File: config.mk
export PLATFORM = sky130hd
export DESIGN_NAME = digital_clock
export DESIGN_NICKNAME = d
export VERILOG_FILES = /design/src/rtl/digital_clock.sv
export SDC_FILE = /design/constraint.sdc
export NUM_CORES = 1
export LEC_CHECK = 0
export CORE_AREA = 2 2 43 54
export DETAILED_ROUTE_END_ITERATION = 10
export DIE_AREA = 0 0 45 56
export PLACE_DENSITY_LB_ADDON = 0.2
export SLEW_MARGIN = 0
export SYNTH_ARGS = -nofsm -noshare
export SYNTH_HDL_FRONTEND = slang
export SYNTH_SLANG_ARGS = --single-unit
File: constraint.sdc
create_clock -name clk -period 1.6 [get_ports clk]
set_clock_uncertainty 0.15 [all_clocks]
set_input_delay 0.32 -clock clk [delete_from_list [all_inputs] [get_ports clk]]
set_output_delay 0.32 -clock clk [all_outputs]
set_load 0.03 [all_outputs]
File: src/rtl/digital_clock.sv
`default_nettype none
// ============================================================================
// Module   : digital_clock
// Brief    : Free-running hours:minutes:seconds counter with a cycle prescaler.
// Revision : 1.0
// ============================================================================
module digital_clock #(
  parameter int TICKS_PER_SEC = 1,
  parameter int HOURS_PER_DAY = 24
) (
  input  logic       clk,
  input  logic       rst,
  output logic [5:0] seconds,
  output logic [5:0] minutes,
  output logic [4:0] hours
);

  localparam int             c_PRE_W    = (TICKS_PER_SEC > 1) ? $clog2(TICKS_PER_SEC) : 1;
  localparam logic [5:0]     c_SEC_MAX  = 6'd59;
  localparam logic [5:0]     c_MIN_MAX  = 6'd59;
  localparam logic [4:0]     c_HOUR_MAX = 5'(HOURS_PER_DAY - 1);

  logic       w_tick;
  logic [5:0] r_sec;
  logic [5:0] r_min;
  logic [4:0] r_hour;

  generate
    if (TICKS_PER_SEC > 1) begin : g_div
      localparam logic [c_PRE_W-1:0] c_PRE_MAX = c_PRE_W'(TICKS_PER_SEC - 1);
      logic [c_PRE_W-1:0] r_pre;

      always_ff @(posedge clk) begin
        if (rst) begin
          r_pre <= '0;
        end else if (r_pre >= c_PRE_MAX) begin
          r_pre <= '0;
        end else begin
          r_pre <= r_pre + 1'b1;
        end
      end

      assign w_tick = (r_pre >= c_PRE_MAX);
    end else begin : g_nodiv
      assign w_tick = 1'b1;
    end
  endgenerate

  // ">=" comparisons let any corrupted out-of-range value wrap back to 0.
  always_ff @(posedge clk) begin
    if (rst) begin
      r_sec  <= '0;
      r_min  <= '0;
      r_hour <= '0;
    end else if (w_tick) begin
      if (r_sec >= c_SEC_MAX) begin
        r_sec <= '0;
        if (r_min >= c_MIN_MAX) begin
          r_min <= '0;
          if (r_hour >= c_HOUR_MAX) begin
            r_hour <= '0;
          end else begin
            r_hour <= r_hour + 5'd1;
          end
        end else begin
          r_min <= r_min + 6'd1;
        end
      end else begin
        r_sec <= r_sec + 6'd1;
      end
    end
  end

  assign seconds = r_sec;
  assign minutes = r_min;
  assign hours   = r_hour;

endmodule
`default_nettype wire

Word level (Yosys, flattened, before mapping)

Index checks and enable logic that the tools add are counted.

Logic and storage cells: 13
Output and inout bits: 17
Flip-flop bits (word level): 17
Input port bits: 2

Magnitude comparators: 3
Mux-type cells: 2
Reduce and logical (&&, ||, !) cells: 2
Add/subtract/negate cells: 3

Operators by type and width:

| cell                                                     | count |
|---|---|
| adder 6 x 1 -> 6 bit, second input constant              | 2 |
| greater-or-equal comparator 6 bit, second input constant | 2 |
| 2-to-1 mux 6 bit                                         | 1 |
| adder 5 x 1 -> 5 bit, second input constant              | 1 |
| greater-or-equal comparator 5 bit, second input constant | 1 |
| 2-to-1 mux 5 bit                                         | 1 |
| AND reduction 2 bit                                      | 1 |
| OR reduction 2 bit                                       | 1 |

Logic depth before layout (Yosys ltp)

Gate-level depths: netlist (run 1).

Word-level depth: 2
Depth in mapped cells: 5
Depth with buffers taken out: 5

Worst setup path before layout (run 1)

OpenSTA, ideal clock, no wires.

Path kind: reg2reg
Start: register r_sec[0], in the netlist seconds[0]
End: register r_hour[3], in the netlist hours[3]
Clock period less this slack: 1901 ps
Path slack: -301 ps
Cell stages (with the launch flop): 6
Data arrival time: 1677 ps
Required time: 1376 ps
Cell sequence: dfxtp_1 -> ha_1 -> o2111a_2 -> nand2_2 -> or4_1 -> a31oi_1

Longest elaborated chain between the ends: 2

RTL lines:

| item                                 | line | text |
|---|---|---|
| from (decl)                          | 24   | `logic [5:0] r_sec;` |
| from (signal assigned)               | 69   | `r_sec <= r_sec + 6'd1;` |
| greater-or-equal comparator 6 bit    | 56   | `if (r_sec >= c_SEC_MAX) begin` |
| AND reduction 2 bit (no source line) | --   |  |
| to (signal assigned)                 | 63   | `r_hour <= r_hour + 5'd1;` |
| to (decl)                            | 26   | `logic [4:0] r_hour;` |

Every way passes these cells.
A chain may end at the register's enable or synchronous reset.

Worst setup path in the final report (run 1)

Start: register r_min[0], in the netlist minutes[0]
End: register r_hour[3], in the netlist hours[3]

Longest elaborated chain between the ends: 2

RTL lines:

| item                                 | line | text |
|---|---|---|
| from (decl)                          | 25   | `logic [5:0] r_min;` |
| from (signal assigned)               | 66   | `r_min <= r_min + 6'd1;` |
| greater-or-equal comparator 6 bit    | 58   | `if (r_min >= c_MIN_MAX) begin` |
| AND reduction 2 bit (no source line) | --   |  |

Every way passes these cells.

==> results of run 1 <==
==> routing by layer <==
layer | up-vias | share of wire
met5 | - | 0
met4 | 0 | 0.0070
met3 | 2 | 0.041
met2 | 18 | 0.49
met1 | 362 | 0.46
li1 | 420 | -
==> state kept, by name (all words and copies together) (netlist names) <==
| register | flops |
|---|---|
| hours | 5 |
| minutes | 6 |
| seconds | 6 |
==> stage by stage <==
stage,TNS [ps],cell area (sq um)
floorplan,-13.5,857
global placement,0,1130
detailed placement,0,1130
CTS,0,1140
global route,-60.2,1130
finish,0,1130
==> cell type report <==
type / count / area, sq um / share of cell area
Clock buffer: 4 / 26.3 / 0.0233
Inverter: 1 / 3.75 / 0.00333
Multi-Input combinational cell: 75 / 475 / 0.421
Sequential cell: 17 / 368 / 0.326
Tap cell: 20 / 25.0 / 0.0222
Timing Repair Buffer: 29 / 230 / 0.204
==> power groups by stage <==
| stage | Combinational, uW | Sequential (uW) | Clock [uW] |
|---|---|---|---|
| 4_1_cts | 70.0 | 442 | 236 |
| 2_1_floorplan | 30.6 | 465 | 0 |
| 3_5_place_dp | 74.3 | 452 | 0 |
| 5_1_grt | 75.4 | 444 | 250 |
| 6_report | 69.1 | 442 | 226 |
| 3_3_place_gp | 73.3 | 451 | 0 |
==> layout by cell type, fill, tap and decap left out, types with 2 or more instances in the layout <==
cell type                        n
sky130_fd_sc_hd__nor3_1          3
sky130_fd_sc_hd__buf_4          12
sky130_fd_sc_hd__nand3b_1        2
sky130_fd_sc_hd__nor2b_1         2
sky130_fd_sc_hd__ha_4            2
sky130_fd_sc_hd__nor2_1         11
sky130_fd_sc_hd__o21ai_0         7
sky130_fd_sc_hd__or3_1           2
sky130_fd_sc_hd__o2111a_2        2
sky130_fd_sc_hd__nand2_1         9
sky130_fd_sc_hd__dfxtp_1         5
sky130_fd_sc_hd__a31oi_1         2
sky130_fd_sc_hd__clkbuf_2        3
sky130_fd_sc_hd__a21o_1          2
sky130_fd_sc_hd__nand3_1         5
sky130_fd_sc_hd__dlygate4sd2_1  12
sky130_fd_sc_hd__dfxtp_4         5
sky130_fd_sc_hd__clkbuf_4        3
sky130_fd_sc_hd__dfxtp_2         7
sky130_fd_sc_hd__a21oi_1        11
==> worst reg2reg max path: stages, from the launching register on <==
cell and delay [ps]:
sky130_fd_sc_hd__dfxtp_4 390, sky130_fd_sc_hd__ha_4 150, sky130_fd_sc_hd__o2111a_2 210, sky130_fd_sc_hd__nand2_2 80, sky130_fd_sc_hd__or4_1 400, sky130_fd_sc_hd__a31oi_1 130
==> how the worst min path moves through the flow <==
| stage | start | slack, ps | to |
|---|---|---|---|
| floorplan | rst | 230 | minutes[3] |
| global placement | seconds[0] | 280 | seconds[0] |
| detailed placement | seconds[0] | 290 | seconds[0] |
| CTS | seconds[0] | 300 | seconds[0] |
| global route | seconds[0] | 310 | seconds[0] |
| finish | seconds[0] | 300 | seconds[0] |
==> cells by family (layout without fill, tap and decap cells) <==
logic type	Yosys count	after routing
fa+ha+maj	3	3
compound gates	30	30
buf+inv	3	34
simple gates	40	40
xor+xnor	2	2
flops	17	17
==> timing repair <==
item / 4_1_cts / 5_1_grt
endpoints found under the setup margin: 16 / 7
pin swaps: 0 / 1
gates resized for setup: 17 / 7
hold buffers: 0 / 0
cloned: 0 / 0
==> impl_summary.md, run 1 <==
Setup path
The cell with the largest stage delay on the worst path is sky130_fd_sc_hd__or4_1. The last element of the critical path is hours[3]. Walking the worst path, the cells encountered are ha_4, o2111a_2, nand2_2, or4_1, a31oi_1.

The critical path contains buffers and inverters numbering 0 combined. The register-to-register path setup slack is 20 ps. The startpoint type of the worst setup path is a flip-flop. Measured in cells, the most critical reg-to-reg path has a length of 5. The critical register-to-register path startpoint is minutes[0]. The reg-to-reg critical path endpoint is hours[3]. Tracing the worst setup path back leads to its startpoint at minutes[0]. Of all nets on the critical path, the largest fanout is 6. The delay of the slowest critical-path stage is 400 ps. The critical path's top delay family is simple AND/OR/NAND/NOR gates. The worst setup path is of the reg2reg kind. The number of gates on the worst path with buffers counted is 5. STA puts the critical path data arrival time at 1650 ps. STA puts the critical path data required time at 1670 ps. The worst setup path is captured at a flip-flop.

STA
The clock period minus worst slack is 1580 ps. Headroom to the max-slew limit came out at 0.750. The setup violation total in the final timing report is 0. Setup repair after global routing could not meet its margin everywhere. The smallest setup slack after layout is 20.6 ps. Dividing the final minimum period by the clock period gives 0.987. The hold slack is 296 ps. The fmax is 0.633 GHz. The number of slew-limit violations in the final report came to 0.

The hold violation count in the final report is 0. At the pin with the least slew margin, the transition time is 374 ps.

Global route
The total routing resource utilization after global routing is 0.154. The met1 capacity usage during global routing is 0.208. Entering global routing, the biggest net connects 10 pins. For this run, global-route usage on met2 was measured as 0.233. The number of global-route vias before repair is 729. The initial antenna violation count is 0. The layer flagged by global routing as most heavily used is met2. The global-route wire length before repair is 3050 microns.

The met3 usage in global routing is 0.0195. The total congestion overflow is 0.

Synthesis
Of the synthesized area, sequential elements account for 0.423. The most frequently used cell type in the post-synthesis netlist is sky130_fd_sc_hd__dfxtp_1. The number of warnings reported in the yosys synthesis log is 0.

By area the synthesized netlist is led by sky130_fd_sc_hd__dfxtp_1 42%, sky130_fd_sc_hd__a21oi_1 6.8%, sky130_fd_sc_hd__nor2_1 5.6%. For this run, asynchronously set or reset flops after synthesis account for 0. The number of nets handed over by synthesis was 100. The compound-gate portion of the synthesized area is 0.247. In this run, synthesis inferred 0 flip-flops with an integrated enable. The count of state elements after synthesis is 17. The main combinational cell family by area after synthesis is compound AO/OA/AOI/OAI gates. The mean instance size in the synthesized netlist is 8.47 sq um. The most used flip-flop cell after synthesis is sky130_fd_sc_hd__dfxtp_1. By count the netlist is led by 17 x sky130_fd_sc_hd__dfxtp_1, 12 x sky130_fd_sc_hd__nor2_1, 11 x sky130_fd_sc_hd__a21oi_1.

The share of synthesized cell area in and, or, nand and nor gates is 0.241. The synthesized area is 805 sq um. The largest area contributor in the synthesized netlist is sky130_fd_sc_hd__dfxtp_1. Of the total synthesized cell area, the portion taken by XOR and XNOR cells is 0.0218. The synthesized netlist contains 30 unique library cells. The arithmetic-cell share of the synthesized area counting full adders, half adders and majority gates is 0.0467. Of the post-synthesis cell area, the dominant cell type holds 0.423. Synthesis produced a netlist whose cell count is 95.

Measured against the total synthesized area, the mux share comes to 0.

Placed design
Port buffering added 18 buffers. After detailed placement, the design holds a cell count of 142. Detailed placement finished with a half-perimeter wire length of 1330 microns. Prior to clock tree synthesis, the placed netlist has a worst setup slack of 19.6 ps.

The final estimated routing congestion in global placement is 0.808.

Pwr
VDD sags by at most 0.000522 V. In this run the power spent charging and discharging nets is 183 uW. The share of total power dissipated in the clock network is 0.306. In this run the static leakage power is 0.000467 uW. Of the total power, the share spent switching nets is 0.248.

The share of total power dissipated in combinational logic is 0.094. The sequential fraction of design power is 0.600. Cell internal power was estimated by the tool at 554 uW.

The overall power of the completed layout is 737 uW. The power per cell area is 653 nW/um^2.

Run
Across the run, the number of max-cap violations was 0.

CTS
The maximum clock path buffer count is 2. The CTS tree is yes. The number of H-tree branching levels is 1.

After clock tree synthesis, the clock-pin slew on the worst setup and hold paths is 100 ps. The tree built by TritonCTS fans out to 17 sinks. The root buffer cell is sky130_fd_sc_hd__clkbuf_4.

The total clock buffers created by CTS is 3. The worst-skew pair later-pin latency is 280 ps. After clock tree synthesis, the setup repair step added 0 buffers.

Hold path
The cell count of the worst hold path is 1. The class of the tightest hold or removal check is reg2reg.

Finish
Fill cells in the final layout number 198. From synthesis to final layout, the design area changed by 40.3%. The final core area utilization is 0.569. The diode insertion count for antenna repair is 0. The post-layout net count is 132. The number of standard cells in the layout, taps in and fillers out is 146.

In the final layout, the share of cells above drive strength 1 is 0.294.

Floorplan
The starting density of the core is 0.406. The die is 45 microns wide. The initialized floorplan defines 18 standard-cell rows. The die covers 2520 sq um. The vertical die dimension is 56 microns.

The area of the core is 1980 sq um. The number of ports placed on the die boundary is 19.

Outcome
The run finished with clean final reports.

Routing
The final wirelength is 1710 microns. In this run, the number of DRC markers left after iteration 0 of detailed routing was 21. For this block, the via count after detailed routing is 802. The mean number of vias per cell is 5.49.

Dividing the detail-routed wire length by the instance count gives 11.7 microns. The number of remaining DRC errors is 0. The first-pass iteration count of the detailed router is 4. The post-route antenna net violation count is 0.
Power figures use the tool's default switching activity.
==> inputs of run 2 (changes only) <==
- CORE_AREA: 2 2 43 54 -> 2 2 46 59
- DIE_AREA: 0 0 45 56 -> 0 0 48 61
==> run 2 against run 1 <==
Clock-buffer cell count is 1 lower; first-iteration DRC count shrank 14%; global-route usage down 0.17 points.
==> impl_summary.md, run 2 (synthesis gave the netlist of run 1 again) <==
Outcome
The run finished with clean final reports.

Setup path
The number of gates on the worst path with buffers counted was 1 (-4). The number of buffers and inverters on the critical path is 1 (+1). The critical path class is reg2out.

The data arrival at the endpoint of the critical path is 1100 ps (-550 ps). The kind of end point of the critical path is a primary output. The register-to-register path setup slack is 30 ps (about the same).

The signal on the critical path passes through dlygate4sd2_1. The cell with the largest stage delay on the worst path is sky130_fd_sc_hd__dlygate4sd2_1. The startpoint type of the worst setup path is a flip-flop. Tracing the worst setup path back leads to its startpoint at minutes[3].

The reg-to-reg critical path endpoint is hours[3]. The required arrival time at the worst endpoint is 1130 ps (-540 ps). The delay of the slowest critical-path stage is 410 ps (about the same). The number of cells traversed by the worst register-to-register path is 5 (unchanged). The last element of the critical path is minutes[3].

The critical register-to-register path startpoint is seconds[1]. The largest fanout on the critical path was 7 (+1). The critical path's top delay family is buffers and inverters.

STA
The transition time at the pin with the least slew margin is 352 ps (-21.9 ps). Setup repair after global routing could not meet its margin everywhere. The final critical-path share of the clock period is 0.983 (-0.00377). The setup violation total in the final timing report is 0 (unchanged). The clock period minus worst slack is 1570 ps (-6.02 ps). The number of slew-limit violations in the final report is 0 (unchanged). The tightest slew margin relative to the limit is 0.765 (+0.0143). The hold violation count in the final report is 0 (unchanged). The hold slack is 299 ps (+3.71 ps). The fmax is 0.636 GHz (+0.38%).

Floorplan
The die width is 48 microns (+6.7%). The area of the core is 2380 sq um (+20%). The vertical die dimension came to 61 microns (+8.9%).

The row count is 20 (+2). The starting density of the core is 0.338 (-0.0675). The die area was 2930 sq um (+16%).

The number of ports placed on the die boundary is 19 (unchanged).

Routing
The first-pass iteration count of the detailed router is 4 (unchanged). The final wirelength is 1930 microns (+13%). The mean number of vias per cell was 5.09 (-7.4%). The average wire per cell in the routed design is 12.1 microns (+3.2%).

The post-route antenna net violation count is 0 (unchanged). The via count of the routed design came to 814 (+1.5%). The initial DRC count came to 18 (-14%). The number of remaining DRC errors is 0 (unchanged).

Global route
The initial antenna violation count is 0 (unchanged). The total congestion overflow came to 0 (unchanged). The number of global-route vias before repair is 721 (-1.1%). The largest net degree at the start of global routing is 11 (+1). The total routing resource utilization after global routing is 0.152 (-0.00171). The global-route wire length before repair was 3140 microns (+3.0%).

Placed design
The final estimated routing congestion in global placement is 0.753 (-6.7%). The number of placed cells counting well taps is 153 (+7.7%). The placed wire-length estimate after detailed placement is 1390 microns (+4.2%). The number of port buffers is 18 (unchanged).

CTS
The total number of clock tree sinks came to 17 (unchanged). The hold buffer count at CTS came to 0 (unchanged). The worst-skew pair later-pin latency is 290 ps (about the same).

The maximum clock path buffer count was 2 (unchanged). The clock transition at the registers of the reported paths is 100 ps (about the same). TritonCTS built the clock tree.

The total clock buffers created by CTS is 3 (unchanged). In this run the clock root is driven by a sky130_fd_sc_hd__clkbuf_4. The number of H-tree branching levels was 1 (unchanged).

Finish
The area of combinational cells with multiple inputs was 493 sq um (+3.7%). The share of layout cells above drive strength 1 was 0.346 (+0.0528). Leaving out fill and tap cells, the most frequent cell in the layout is sky130_fd_sc_hd__buf_4. The total of fill cells in the finished design is 257 (+30%).

The area growth from synthesis to layout is 44.6%. The post-layout net count is 133 (+0.76%). In the layout the commonest cells are 14 x sky130_fd_sc_hd__buf_4, 10 x sky130_fd_sc_hd__nor2_1, 10 x sky130_fd_sc_hd__a21oi_1. The number of standard cells in the layout, taps in and fillers out came to 160 (+9.6%). The storage element area came to 368 sq um (unchanged). The diode insertion count for antenna repair is 0 (unchanged).

Hold path
The worst hold path belongs to the class reg2reg. The origin of the worst min-delay path is seconds[0].

Run
The reported max-cap violation count came to 0 (unchanged).

Pwr
The leakage component of the power is 0.000463 uW (-0.95%). The power per cell area is 639 nW/um^2 (-2.1%). The maximum VDD drop is 0.000343 V (-34%).
==> run 2: cell count changes in the layout (fill, tap and decap cells not counted), sizes merged <==
cell,before,now
dlygate4sd2,12,8
buf,12,14
clkbuf,7,8
clkdlybuf4s15,1,2
clkinv,0,1
==> run 2: area by class of cell <==
type | count | area share
multi-input combinational | 75 | 0.424
sequential | 17 | 0.316
clock inverter | 1 | 0.00430
tap | 33 | 0.0355
inverter | 1 | 0.00323
timing repair buffer | 30 | 0.198
clock buffer | 3 | 0.0194
==> run 2: report_power, final <==
part | switching [uW] | total, uW | internal [uW] | leakage, uW
registers | 14.9 | 443 | 428 | 0.000145
clock network | 142 | 235 | 92.9 | 0.0000177
logic | 39.9 | 66.3 | 26.4 | 0.000300
total | 196 | 744 | 547 | 0.000463
==> run 2: worst min path at each step <==
stage | endpoint | slack [ps] | cells after the start
final | seconds[0] | 300 | 1
after global routing | seconds[0] | 320 | 1
after CTS | seconds[0] | 310 | 1
after detailed placement | seconds[0] | 290 | 1
after global placement | seconds[0] | 280 | 1
after floorplan | minutes[3] | 230 | 1
==> run 2: timing repair <==
action                     4_1_cts  5_1_grt
pin swaps                        0        1
buffers inserted                 0        3
setup endpoints to repair       15       18
resized for setup               16       15
==> run 2: per-layer routing <==
| metal | global-route usage | part of all wire | up-vias |
|---|---|---|---|
| li1 | - | - | 415 |
| met1 | 0.178 | 0.44 | 386 |
| met2 | 0.255 | 0.52 | 11 |
| met3 | 0.0268 | 0.037 | 2 |
| met4 | 0.0811 | 0.011 | 0 |
| met5 | 0 | 0 | - |
==> run 2: stage by stage <==
stage,power (uW),TNS (ps),utilization,setup WS (ps),instance area (sq um)
after CTS,756,0,0.479,6.62,1140
final,744,0,0.489,26.6,1160
after global placement,521,0,0.475,62.4,1130
after global routing,787,-91.8,0.489,-47.0,1160
after detailed placement,524,0,0.475,39.7,1130
after floorplan,496,-13.5,-,-13.5,857
